## config.mk

```make
export PLATFORM = sky130hd
export DESIGN_NAME = magma_decrypt_core
export DESIGN_NICKNAME = d
export VERILOG_FILES = /design/src/rtl/magma_decrypt_core.sv
export SDC_FILE = /design/constraint.sdc
export NUM_CORES = 1
export LEC_CHECK = 0
export ABC_AREA = 1
export BUFFER_PORTS_ARGS = -buffer_cell sky130_fd_sc_hd__clkbuf_2
export CAP_MARGIN = 20
export CORE_ASPECT_RATIO = 1.5
export CORE_UTILIZATION = 40
export CTS_BUF_LIST = sky130_fd_sc_hd__clkbuf_8
export DETAILED_ROUTE_END_ITERATION = 8
export GPL_TIMING_DRIVEN = 0
export PLACE_DENSITY = 0.72
export SYNTH_ARGS = -nofsm -noshare
export SYNTH_HDL_FRONTEND = slang
export SYNTH_SLANG_ARGS = --single-unit
```

## constraint.sdc

```tcl
create_clock -name CLK -period 12.85 [get_ports CLK]
set_input_delay 1.285 -clock CLK [delete_from_list [all_inputs] [get_ports CLK]]
set_output_delay 1.285 -clock CLK [all_outputs]
set_load 0.05 [all_outputs]
```

## src/rtl/magma_decrypt_core.sv

```systemverilog
// Iterative Magma (GOST R 34.12-2015) 64-bit block decryption core.
// One block in flight; UNROLL Feistel rounds are evaluated per clock.
module magma_decrypt_core #(
    parameter int unsigned UNROLL = 1
) (
    input  logic         CLK,
    input  logic         RST,
    input  logic         in_valid,
    output logic         in_ready,
    input  logic [255:0] in_key,
    input  logic [63:0]  in_block,
    output logic         out_valid,
    input  logic         out_ready,
    output logic [63:0]  out_block,
    output logic         busy
);

    if (!(UNROLL == 1 || UNROLL == 2 || UNROLL == 4 || UNROLL == 8)) begin : g_bad_unroll
        $error("magma_decrypt_core: UNROLL must be 1, 2, 4 or 8");
    end

    typedef enum logic [1:0] {
        ST_IDLE,
        ST_RUN,
        ST_DONE
    } state_t;

    // param-Z S-boxes; row i substitutes nibble i (nibble 0 = bits [3:0])
    localparam logic [3:0] SBOX [8][16] = '{
        '{4'hC, 4'h4, 4'h6, 4'h2, 4'hA, 4'h5, 4'hB, 4'h9, 4'hE, 4'h8, 4'hD, 4'h7, 4'h0, 4'h3, 4'hF, 4'h1},
        '{4'h6, 4'h8, 4'h2, 4'h3, 4'h9, 4'hA, 4'h5, 4'hC, 4'h1, 4'hE, 4'h4, 4'h7, 4'hB, 4'hD, 4'h0, 4'hF},
        '{4'hB, 4'h3, 4'h5, 4'h8, 4'h2, 4'hF, 4'hA, 4'hD, 4'hE, 4'h1, 4'h7, 4'h4, 4'hC, 4'h9, 4'h6, 4'h0},
        '{4'hC, 4'h8, 4'h2, 4'h1, 4'hD, 4'h4, 4'hF, 4'h6, 4'h7, 4'h0, 4'hA, 4'h5, 4'h3, 4'hE, 4'h9, 4'hB},
        '{4'h7, 4'hF, 4'h5, 4'hA, 4'h8, 4'h1, 4'h6, 4'hD, 4'h0, 4'h9, 4'h3, 4'hE, 4'hB, 4'h4, 4'h2, 4'hC},
        '{4'h5, 4'hD, 4'hF, 4'h6, 4'h9, 4'h2, 4'hC, 4'hA, 4'hB, 4'h7, 4'h8, 4'h1, 4'h4, 4'h3, 4'hE, 4'h0},
        '{4'h8, 4'hE, 4'h2, 4'h5, 4'h6, 4'h9, 4'h1, 4'hC, 4'hF, 4'h4, 4'hB, 4'h0, 4'hD, 4'hA, 4'h3, 4'h7},
        '{4'h1, 4'h7, 4'hE, 4'hD, 4'h0, 4'h5, 4'h8, 4'h3, 4'h4, 4'hF, 4'hA, 4'h6, 4'h9, 4'hC, 4'hB, 4'h2}
    };

    // g(k, a) = ROTL11(S(a + k mod 2^32))
    function automatic logic [31:0] round_g(input logic [31:0] k, input logic [31:0] a);
        logic [31:0] s;
        logic [31:0] t;
        logic [3:0]  nib;
        s = a + k;
        t = '0;
        for (int unsigned n = 0; n < 8; n++) begin
            nib = 4'(s >> (4 * n));
            t   = t | (32'(SBOX[n[2:0]][nib]) << (4 * n));
        end
        return {t[20:0], t[31:21]};
    endfunction

    // Decryption schedule: K1..K8 once, then K8..K1 three times
    function automatic logic [31:0] round_key(input logic [255:0] key, input logic [5:0] rnd);
        logic [2:0]  ki;
        logic [31:0] kw;
        ki = (rnd < 6'd8) ? rnd[2:0] : (3'd7 - rnd[2:0]);
        kw = '0;
        for (int unsigned n = 0; n < 8; n++) begin
            if (ki == n[2:0]) kw = 32'(key >> (32 * (7 - n)));
        end
        return kw;
    endfunction

    state_t        state_q, state_d;
    logic [5:0]    cnt_q, cnt_d;
    logic [31:0]   a1_q, a1_d;
    logic [31:0]   a0_q, a0_d;
    logic [255:0]  key_q, key_d;
    logic [63:0]   out_block_q, out_block_d;

    logic [31:0]   r1, r0, f;
    logic [5:0]    rnd;

    // Next-state, datapath rounds and output capture
    always_comb begin
        state_d     = state_q;
        cnt_d       = cnt_q;
        a1_d        = a1_q;
        a0_d        = a0_q;
        key_d       = key_q;
        out_block_d = out_block_q;
        r1          = a1_q;
        r0          = a0_q;
        f           = '0;
        rnd         = cnt_q;
        case (state_q)
            ST_IDLE: begin
                if (in_valid) begin
                    key_d   = in_key;
                    a1_d    = in_block[63:32];
                    a0_d    = in_block[31:0];
                    cnt_d   = '0;
                    state_d = ST_RUN;
                end
            end
            ST_RUN: begin
                if (cnt_q == 6'd32) begin
                    out_block_d = {a1_q, a0_q};
                    state_d     = ST_DONE;
                end else begin
                    // round 31 always ends a cycle's chain since UNROLL divides 32
                    for (int unsigned j = 0; j < UNROLL; j++) begin
                        rnd = cnt_q + 6'(j);
                        f   = round_g(round_key(key_q, rnd), r0);
                        if (rnd == 6'd31) begin
                            r1 = f ^ r1;
                        end else begin
                            f  = f ^ r1;
                            r1 = r0;
                            r0 = f;
                        end
                    end
                    a1_d  = r1;
                    a0_d  = r0;
                    cnt_d = cnt_q + 6'(UNROLL);
                end
            end
            ST_DONE: begin
                if (out_ready) state_d = ST_IDLE;
            end
            default: state_d = ST_IDLE;
        endcase
    end

    // State and datapath registers, asynchronously cleared
    always_ff @(posedge CLK or posedge RST) begin
        if (RST) begin
            state_q     <= ST_IDLE;
            cnt_q       <= '0;
            a1_q        <= '0;
            a0_q        <= '0;
            key_q       <= '0;
            out_block_q <= '0;
        end else begin
            state_q     <= state_d;
            cnt_q       <= cnt_d;
            a1_q        <= a1_d;
            a0_q        <= a0_d;
            key_q       <= key_d;
            out_block_q <= out_block_d;
        end
    end

    assign in_ready  = (state_q == ST_IDLE) && !RST;
    assign out_valid = (state_q == ST_DONE);
    assign out_block = out_block_q;
    assign busy      = (state_q != ST_IDLE);

endmodule

```

# --- After elaboration in Yosys (flattened, before gate mapping) ---
# Memory sizes are Yosys's and may differ from the RTL's.
# Cells that the tools add are included.
classes:
  addsub: 3
  n_mul: 0
  div: 0
  order_cmp: 9
  eq_ne: 16
  n_shift: 0
  muxes: 42
  bitwise_logic: 16
  n_reduce_logical: 11
op_table:
  columns: ["operator", "count"]
  rows:
  - ["32-bit two-way mux", 16]
  - ["32-bit case mux with 2 select lines", 2]
  - ["4-bit two-way mux", 16]
  - ["5-bit greater-or-equal comparator, second input constant", 8]
  - ["4-bit NOT with 5-bit output", 8]
  - ["32-bit adder", 1]
  - ["28-bit by 32-bit OR with 32-bit output", 1]
  - ["32-bit bitwise XOR", 1]
  - ["24-bit by 28-bit OR with 28-bit output", 1]
  - ["20-bit by 24-bit OR with 24-bit output", 1]
  - ["16-bit by 20-bit OR with 20-bit output", 1]
  - ["12-bit by 16-bit OR with 16-bit output", 1]
  - ["3-bit == test, second input constant", 4]
  - ["6-bit two-way mux", 2]
  - ["8-bit by 12-bit OR with 12-bit output", 1]
  - ["6-bit case mux with 2 select lines", 1]
  - ["2-bit != test, second input constant", 4]
  - ["4-bit by 8-bit OR with 8-bit output", 1]
  - ["6-bit by 1-bit adder with 6-bit output, second input constant", 1]
  - ["3-bit by 2-bit == test with 1-bit output, second input constant", 2]
  - ["6-bit by 5-bit == test with 1-bit output, second input constant", 1]
  - ["6-bit == test, second input constant", 1]
  - ["6-bit by 4-bit less-than comparator with 1-bit output, second input constant", 1]
  - ["2-bit two-way mux", 3]
  - ["other kinds (15)", 18]
totals:
  ff_bits: 392
  latchBits: 0
  ram_bits: 0
  mem_bits_ro: 512
  input_bits: 324
  output_inout_bits: 67
  elab_cells: 111
  memories: 8
mem_list:
  columns: ["name", "depth", "width", "rd", "rd_clocked_by_memory_dff", "wr", "line", "source"]
  rows:
  - ["(name not given)", 16, 4, 1, 0, 0, "49", "t = t | (32'(SBOX[n[2:0]][nib]) << (4 * n));"]
  - ["(name not given)", 16, 4, 1, 0, 0, "49", null]
  - ["(name not given)", 16, 4, 1, 0, 0, "49", null]
  - ["(name not given)", 16, 4, 1, 0, 0, "49", null]
  - ["(name not given)", 16, 4, 1, 0, 0, "49", null]
  - ["(name not given)", 16, 4, 1, 0, 0, "49", null]
  - ["+2 memories", null, null, null, null, null, null, null]

# --- Depth between registers and ports, before layout ---
# Gate-level depths: netlist (run 1).
depth:
  ltp_word: 29
  depth_mapped: 37
  depth_no_buf: 35

# --- Worst setup path after synthesis (run 1) ---
# No wires, ideal clock.
synth_path:
  kind: "register to register"
  start: "register cnt_q[4]"
  end: "register a1_q[30]"
  setup_ns: 0.087
  arrival_ns: 4.516
  t_required_ns: 12.763
  setup_slack_ns: 8.247
  path_stages_with_launch: 28
  n_path_buf: 2
  period_less_slack_ns: 4.603
  cell_sequence: "dfrtp_1 -> nor2_4 -> nand3_1 -> nand2_4 -> buf_6 -> nand3_1 -> clkbuf_1 -> nor2_1 -> o21ai_0 -> o21ai_0 -> nand3_1 -> a2111oi_0 -> a21oi_1 -> ha_1 -> fa_1 -> nand3_1 -> nand2_2 -> a21oi_2 -> o21ai_4 -> a21oi_1 -> xor2_1 -> inv_1 -> ha_1 -> inv_1 -> o21ai_0 -> xor2_1 -> nand2_1 -> a22oi_1"
synth_via:
  elab_chain_len: 26
  word_cells_on_any_way: 37
  classes_between: "add/sub: 1; order compare: 1; eq/ne: 10; mux: 16; bitwise: 6; reduce/logical: 2; memory: 1"
synth_lines:
  columns: ["item", "line", "source"]
  rows:
  - ["start: declaration", "67", "logic [5:0] cnt_q, cnt_d;"]
  - ["start signal: assignment", "138", "cnt_q <= cnt_d;"]
  - ["6-bit by 4-bit less-than comparator with 1-bit output", "58", "ki = (rnd < 6'd8) ? rnd[2:0] : (3'd7 - rnd[2:0]);"]
  - ["3-bit two-way mux", "58", null]
  - ["3-bit logical NOT", "61", "if (ki == n[2:0]) kw = 32'(key >> (32 * (7 - n)));"]
  - ["32-bit two-way mux (8 in a row)", "61", null]
  - ["32-bit two-way mux", "99", "if (cnt_q == 6'd32) begin"]
  - ["32-bit two-way mux", "88", "case (state_q)"]
  - ["32-bit adder", "45", "s = a + k;"]
  - ["4-bit NOT with 5-bit output (implied by the code)", "49", null]
  - ["[3 not listed]", null, null]
  - ["16-bit by 20-bit OR with 20-bit output", "49", null]
  - ["20-bit by 24-bit OR with 24-bit output", "49", null]
  - ["24-bit by 28-bit OR with 28-bit output", "49", null]
  - ["28-bit by 32-bit OR with 32-bit output", "49", null]
  - ["32-bit bitwise XOR", "108", "r1 = f ^ r1;"]
  - ["32-bit two-way mux", "107", "if (rnd == 6'd31) begin"]
  - ["32-bit two-way mux", "99", null]
  - ["32-bit case mux with 2 select lines", "88", null]
  - ["end signal: assignment", "132", "a1_q <= '0;"]
  - ["end signal: assignment", "139", "a1_q <= a1_d;"]
  - ["end: declaration", "68", "logic [31:0] a1_q, a1_d;"]
# Several ways; a longest one is shown, not always the timed one. The select of a mux whose other input is x is not followed.
# A chain may end at the register's enable or synchronous reset.

# --- Worst setup path after layout (run 1) ---
# Same ends and word-level chain as after synthesis.

==> results.py, run 1 <==
metrics = {
    "global_routing": {
        "antenna_found_initial": 9,
        "grt_pass1_vias": 20500,
        "grt_pass1_wl_um": 117000,
        "grt_start_max_net_pins": 109,
        "gr-usage-all-layers_pct": 28.8,
        "gr-total-overflow": 0,
    },
    "yosys": {
        "synth_seq_cells": 392,
        "synth_fp_nets": 3211,
        "yosysSeqAreaShare_pct": 46.1,
        "synthMuxAreaShare_pct": 0,
        "ys_types": 54,
        "ys_warn_count": 0,
        "synth_top_family_by_area": "simple AND/OR/NAND/NOR gates",
        "synth_xor_xnor_area_share_pct": 1.67,
        "synth_top_area_share_pct": 46.1,
        "synthAdderAreaFrac_pct": 4.27,
        "synth_area_leaders": "dfrtp_1, nand2_1, o21ai_0",
        "synth_area_um2": 21300,
        "avgSynthCellArea_um2": 7.56,
        "synthCells": 2815,
        "synthSimpleGateAreaFrac_pct": 26.8,
        "synth_largest_area_cell": "dfrtp_1",
        "synth-compound-area-share_pct": 14.6,
    },
    "floorplanning": {
        "dieHeight_um": 285,
        "coreArea_um2": 52600,
        "start_util_pct": 40.5,
        "rows": 103,
        "fp.dieW_um": 190,
        "ios": 391,
        "die_area_um2": 54200,
    },
    "sta": {
        "slew_viol_final": 0,
        "fmax_ghz": 0.156,
        "finalSetupViolations": 0,
        "min_period_over_period_pct": 50.0,
        "relSlewSlack_pct": 21.8,
        "hold_slack_ps": 471,
        "hold_viol": 0,
        "worst_pin_slew_ps": 1140,
        "skew_ps": 22.5,
        "rsz0062_at_grt": "false",
        "period_needed_ps": 6420,
    },
    "cells_and_area": {
        "areaGrowthSynthToFinish_pct": 20.5,
        "fin_area_um2": 25700,
        "n_fill_cell": 5346,
        "drive_gt1_share_pct": 16.9,
        "final_nets": 3667,
    },
    "detailed_routing": {
        "vias_per_cell": 5.17,
        "drt_iter0_drc": 1217,
        "routed_wl_um": 77900,
        "dr.pass1.iters": 5,
        "routedWlPerCell_um": 19.5,
        "final_antenna_net_count": 0,
        "vias": 20700,
        "drc": 0,
    },
    "clock_tree": {
        "cts_tree": "built",
        "cts_buffer_depth": 3,
        "postCtsSetupBuffers": 0,
        "clk_latency_ps": 680,
        "cts-buffers-inserted": 60,
        "clk_pin_slew_worst_paths_ps": 70,
        "cts_resized": 0,
        "htreeDepth": 2,
        "root_buffer": "clkbuf_8",
        "clock_sinks": 392,
        "cts_hold_buf": 0,
    },
    "setup_path": {
        "critPathMaxFanout": 10,
        "critical_path.endpoint_type": "flip-flop",
        "required_ps": 13440,
        "critPathKind": "flip-flop to flip-flop",
        "startpoint_type": "flip-flop",
        "worstPathArrival_ps": 7010,
    },
    "place": {
        "place_area_um2": 24200,
        "port_buffers": 390,
        "place.gp.congestion": 0.964,
        "dpl.hpwl_um": 62900,
    },
    "worst_hold_path": {
        "hp-class": "flip-flop to flip-flop",
    },
    "flow_run": {
        "maxCapViolations": 0,
    },
    "status": {
        "status": "complete, no violations",
    },
}
==> final cells by class <==
cell class | instances | area, µm² | share of cell area [%]
Multi-Input combinational cell | 2057 | 10100 | 39.3
Antenna cell | 2 | 5.00 | 0.0195
Clock buffer | 78 | 1070 | 4.18
Sequential cell | 392 | 9810 | 38.2
Inverter | 231 | 880 | 3.43
Buffer | 135 | 519 | 2.02
Tap cell | 682 | 853 | 3.33
Timing Repair Buffer | 394 | 2050 | 7.98
Clock inverter | 34 | 373 | 1.45
==> critical path, stage by stage, from the launching register on <==
cell and delay (ps):
dfrtp_1 440, nor2_4 180, nand3_1 130, nand2_4 170, buf_6 190, nand3_1 280, clkbuf_1 330, nor2_1 140
o21ai_0 90, o21ai_0 140, nand3_1 130, a2111oi_0 910, a21oi_1 120, ha_1 440, a21o_1 230, a31oi_1 200
o21ai_0 160, a21oi_1 180, xor2_1 460, inv_1 130, ha_1 300, inv_1 40, o21ai_0 490, xor2_1 220
nand2_1 70, a22oi_1 140
==> sequential cells by signal, summed over array words and instances, names as in the netlist <==
signal,cells
a0_q,32
a1_q,32
cnt_q,6
key_q,256
out_block,64
state_q,2
==> synthesized netlist by cell type, drive strengths merged <==
| cell | n |
|---|---|
| a2111oi | 31 |
| a211oi | 2 |
| a21boi | 1 |
| a21o | 4 |
| a21oi | 98 |
| a221oi | 25 |
| a22oi | 16 |
| a31oi | 10 |
| a32oi | 5 |
| buf | 9 |
| clkbuf | 126 |
| dfrtp | 392 |
| fa | 1 |
| ha | 71 |
| inv | 231 |
| nand2 | 1087 |
| nand3 | 132 |
| nand3b | 1 |
| nand4 | 10 |
| nor2 | 174 |
| nor3 | 10 |
| nor3b | 1 |
| nor4 | 4 |
| o211ai | 42 |
| o21a | 1 |
| o21ai | 272 |
| o21bai | 5 |
| o22ai | 13 |
| o31ai | 1 |
| or2 | 5 |
| xnor2 | 3 |
| xor2 | 32 |
==> kinds of logic after synthesis <==
logic type | count (synthesis)
buffers and inverters | 366
XOR/XNOR | 35
adder cells (fa/ha/maj) | 72
flip-flops | 392
AO/OA/AOI/OAI | 526
AND/OR/NAND/NOR | 1424
==> path summary, 6_finish.rpt <==
kind | from | endpoint | slack (ps) | cells after the start
min reg2reg | out_block[26]$_DFFE_PP0P_ | out_block[26]$_DFFE_PP0P_ | 470 | 2
max reg2reg | cnt_q[4]$_DFFE_PP0P_ | a1_q[30]$_DFFE_PP0P_ | 6430 | 25
min | out_block[26]$_DFFE_PP0P_ | out_block[26]$_DFFE_PP0P_ | 470 | 2
max in group asynchronous | RST | key_q[10]$_DFFE_PP0P_ | 10700 | 4
min in group asynchronous | RST | out_block[10]$_DFFE_PP0P_ | 750 | 2
max | cnt_q[4]$_DFFE_PP0P_ | a1_q[30]$_DFFE_PP0P_ | 6430 | 25
==> per-layer routing <==
| layer | global-route usage [%] | part of all wire, % |
|---|---|---|
| met5 | 0 | 0.090 |
| met4 | 18.8 | 7.1 |
| met3 | 4.12 | 5.4 |
| met2 | 51.9 | 51 |
| met1 | 31.0 | 37 |
==> placed cells by master, fill, tap and decap left out, drive strengths merged, types with 2 or more instances in the layout <==
master	Yosys	routed
a21o	4	4
a32oi	5	5
a221oi	25	25
a2111oi	31	31
o22ai	13	13
xnor2	3	3
buf	9	12
o21ai	272	272
clkinvlp	0	2
nand2	1087	1087
nor2	174	174
diode	0	2
o211ai	42	42
inv	231	243
a22oi	16	16
clkbuf	126	594
ha	71	71
xor2	32	32
o21bai	5	5
nor4	4	4
nand4	10	10
a21oi	98	98
dfrtp	392	392
or2	5	5
nand3	132	132
bufinv	0	8
clkinv	0	12
nor3	10	10
a211oi	2	2
a31oi	10	10
==> metrics by stage <==
stage,utilization [%],setup slack (ps),TNS (ps),instances
2_1_floorplan,-,667,0,2815
3_3_place_gp,45.8,-3920,-1503040,3887
3_5_place_dp,46.0,6510,0,3890
4_1_cts,48.8,6470,0,4002
5_1_grt,48.8,5990,0,4005
6_report,48.8,6430,0,4005
Power of run 1 is left out: the tool's default activity adds up to more than one toggle a clock period on the data nets, which glitch-free logic cannot reach.
==> inputs of run 2 (changes only) <==
--- a/config.mk
+++ b/config.mk
@@ -5,7 +5,7 @@
 export SDC_FILE = /design/constraint.sdc
 export NUM_CORES = 1
 export LEC_CHECK = 0
-export ABC_AREA = 1
+export ABC_AREA = 0
 export BUFFER_PORTS_ARGS = -buffer_cell sky130_fd_sc_hd__clkbuf_2
 export CAP_MARGIN = 20
 export CORE_ASPECT_RATIO = 1.5
@@ -13,7 +13,7 @@
 export CTS_BUF_LIST = sky130_fd_sc_hd__clkbuf_8
 export DETAILED_ROUTE_END_ITERATION = 8
 export GPL_TIMING_DRIVEN = 0
-export PLACE_DENSITY = 0.72
+export PLACE_DENSITY = 0.7
 export SYNTH_ARGS = -nofsm -noshare
 export SYNTH_HDL_FRONTEND = slang
 export SYNTH_SLANG_ARGS = --single-unit
==> constraint.sdc (replaced) <==
create_clock -name CLK -period 6.2 [get_ports CLK]
set_input_delay 0.62 -clock CLK [delete_from_list [all_inputs] [get_ports CLK]]
set_output_delay 0.62 -clock CLK [all_outputs]
set_load 0.05 [all_outputs]
==> run 2 against run 1 <==
Via count fell by 1.2%. Sequential cell count stayed put. Final cell count down 8.4%. Synthesized area down 3.0%. Maximum frequency grew 6.8%. Global-route usage up 2.6 points. Die area shrank 2.9%. Register-to-register slack lost 6200 ps. Critical endpoint is now a0_q[10]$_DFFE_PP0P_.
==> results.py, run 2 <==
metrics = {
    "cells_and_area": {
        "final_util_pct": 49.9,
        "areaGrowthSynthToFinish_pct": 22.8,
        "largest_reg_flops": 256,
        "final_nets": 3350,
        "layout_commonest_cell": "nand2_1",
        "final_cell_mix": "nand2_1, clkbuf_2, dfrtp_1",
        "largest_register": "key_q",
        "drive_gt1_share_pct": 19.9,
    },
    "setup_path": {
        "slowest_delay_ps": 520,
        "critical_path.endpoint_type": "flip-flop",
        "worstRegToRegCells": 20,
        "startpoint_type": "flip-flop",
        "critical_path.cell_chain": "nor3_2 -> nand2_2 -> o22ai_2 -> clkbuf_1 -> a22oi_1 -> nand4_1 -> ha_1 -> and3_1 -> and4_1 -> a221oi_2 -> o2111ai_1 -> a41oi_2 -> nor3_1 -> a311o_2 -> ha_1 -> a21oi_1 -> a41oi_1 -> mux2i_4 -> or4_1 -> nand3_1",
        "critPathMaxFanout": 10,
        "crit_path_frequent_cell": "ha_1",
        "required_ps": 6780,
        "worstPathArrival_ps": 6600,
        "slowest_stage": "clkbuf_1",
        "critPathKind": "flip-flop to flip-flop",
    },
    "worst_hold_path": {
        "hp-class": "primary input to flip-flop",
        "whs_path_depth": 3,
    },
    "detailed_routing": {
        "routedWlPerCell_um": 22.6,
        "drc": 0,
        "final_antenna_net_count": 0,
        "routed_wl_um": 83000,
        "vias_per_cell": 5.57,
        "dr.pass1.iters": 6,
        "vias": 20500,
        "drt_iter0_drc": 1726,
    },
    "clock_tree": {
        "clk_latency_ps": 660,
        "cts_buffer_depth": 3,
        "cts-buffers-inserted": 66,
        "clock_sinks": 392,
        "htreeDepth": 3,
        "cts_tree": "built",
        "root_buffer": "clkbuf_8",
        "clk_pin_slew_worst_paths_ps": 70,
    },
    "sta": {
        "min_period_over_period_pct": 97.0,
        "finalSetupViolations": 0,
        "worst_pin_slew_ps": 1010,
        "period_needed_ps": 6020,
        "skew_ps": 29.9,
        "hold_slack_ps": 170,
        "fmax_ghz": 0.166,
        "hold_viol": 0,
        "relSlewSlack_pct": 32.4,
        "slew_viol_final": 0,
    },
    "yosys": {
        "synth_edf_count": 0,
        "synth_largest_area_cell": "dfrtp_1",
        "synth_fp_nets": 2875,
        "synth_top_area_share_pct": 47.5,
        "synth_area_leaders": "dfrtp_1, nand2_1, a22oi_1",
        "synth_area_um2": 20700,
        "yosys-top-cells-count": "nand2_1, dfrtp_1, clkbuf_1",
        "ys_warn_count": 0,
        "avgSynthCellArea_um2": 8.34,
        "post-synth-top-count-cell": "nand2_1",
        "ys_types": 76,
        "async_reset_ff_share_pct": 100,
        "synthCells": 2479,
        "synthFlopType": "dfrtp_1",
        "yosysSeqAreaShare_pct": 47.5,
        "synth_seq_cells": 392,
    },
    "floorplanning": {
        "dieHeight_um": 280,
        "rows": 101,
        "coreArea_um2": 50800,
        "ios": 391,
        "die_area_um2": 52600,
        "fp.dieW_um": 188,
        "start_util_pct": 40.7,
    },
    "global_routing": {
        "gr-total-overflow": 0,
        "grt_pass1_vias": 20700,
        "grt_pass1_wl_um": 123000,
        "gr-usage-all-layers_pct": 31.5,
        "antenna_found_initial": 2,
        "grt_start_max_net_pins": 42,
    },
    "place": {
        "place.gp.congestion": 0.992,
        "dpl.hpwl_um": 65200,
        "port_buffers": 390,
    },
    "flow_run": {
        "maxCapViolations": 0,
    },
    "status": {
        "status": "complete, no violations",
    },
}
==> run 2: cell types whose count changed after synthesis, moves of 20 or more <==
cell / before / now
o211ai_1: 42 / 7
nand3_1: 129 / 50
a2111oi_0: 31 / 3
mux2i_1: 0 / 22
nand4_1: 10 / 45
nor3_1: 6 / 26
o21ai_0: 251 / 80
a22oi_1: 14 / 127
nand2_1: 1068 / 1034
nor2_1: 170 / 78
a221oi_1: 25 / 5
inv_1: 219 / 53
xnor2_1: 3 / 37
==> run 2: per-stage QoR <==
step                cells  worst slack [ps]  setup TNS, ps  area (µm²)
global route         3669             -41.7           -111       25400
floorplan            2479               306              0       20700
CTS                  3667              2.02              0       25300
finish               3669               185              0       25400
global placement     3538             -2010        -775420       23500
detailed placement   3549             -1150         -16240       23700
==> run 2: final timing paths <==
| path | endpoint | start | slack, ps |
|---|---|---|---|
| worst max-delay path | a0_q[10]$_DFFE_PP0P_ | cnt_q[4]$_DFFE_PP0P_ | 180 |
| worst min-delay path | key_q[111]$_DFFE_PP0P_ | in_key[111] | 170 |
| worst max register to register | a0_q[10]$_DFFE_PP0P_ | cnt_q[4]$_DFFE_PP0P_ | 180 |
| worst min register to register | out_block[41]$_DFFE_PP0P_ | out_block[41]$_DFFE_PP0P_ | 470 |
| max in group asynchronous | key_q[103]$_DFFE_PP0P_ | RST | 4270 |
| min in group asynchronous | a0_q[24]$_DFFE_PP0P_ | RST | 540 |
==> run 2: what timing repair did <==
| action | 4_1_cts | 5_1_grt |
|---|---|---|
| pin swaps | 4 | 4 |
| resized for setup | 52 | 31 |
| buffers inserted | 4 | 3 |
| setup endpoints to repair | 37 | 39 |
| hold buffers | 1 | 0 |
| hold endpoints to repair | 16 | 0 |
==> run 2: final cells by class <==
type | instances | area (µm²)
Clock inverter | 37 | 305
Timing Repair Buffer | 409 | 2230
Buffer | 141 | 619
Antenna cell | 1 | 2.50
Tap cell | 669 | 837
Inverter | 54 | 206
Fill cell | 4931 | 25400
Clock buffer | 76 | 1050
Sequential cell | 392 | 9810
Multi-Input combinational cell | 1890 | 10300
==> run 2: cells by family after synthesis <==
kind of cell | synth area share (%)
and+or+nand+nor | 25.4
xor gates and xnor gates | 2.48
AOI/OAI and AO/OA | 14.2
buffers and inverters | 3.66
muxes | 2.45
DFF | 47.5
adders and majority gates | 4.40
==> run 2: per-layer routing <==
metal	GRT usage, %	part of all wire [%]	vias up
met4	22.4	7.5	2
met1	35.7	36	9813
met3	4.09	6.8	258
met5	0	0.014	-
li1	-	-	9330
met2	54.6	49	1047
==> run 2: critical path: cells and delay by family, from the launching register on <==
family                   cells  cell delay (ps)
AO/OA/AOI/OAI                8             2260
adder cells (fa/ha/maj)      2              620
buffers and inverters        1              520
flip-flops                   1              460
multiplexers                 1              160
AND/OR/NAND/NOR              8             1940
Power of run 2 is left out for the same reason.
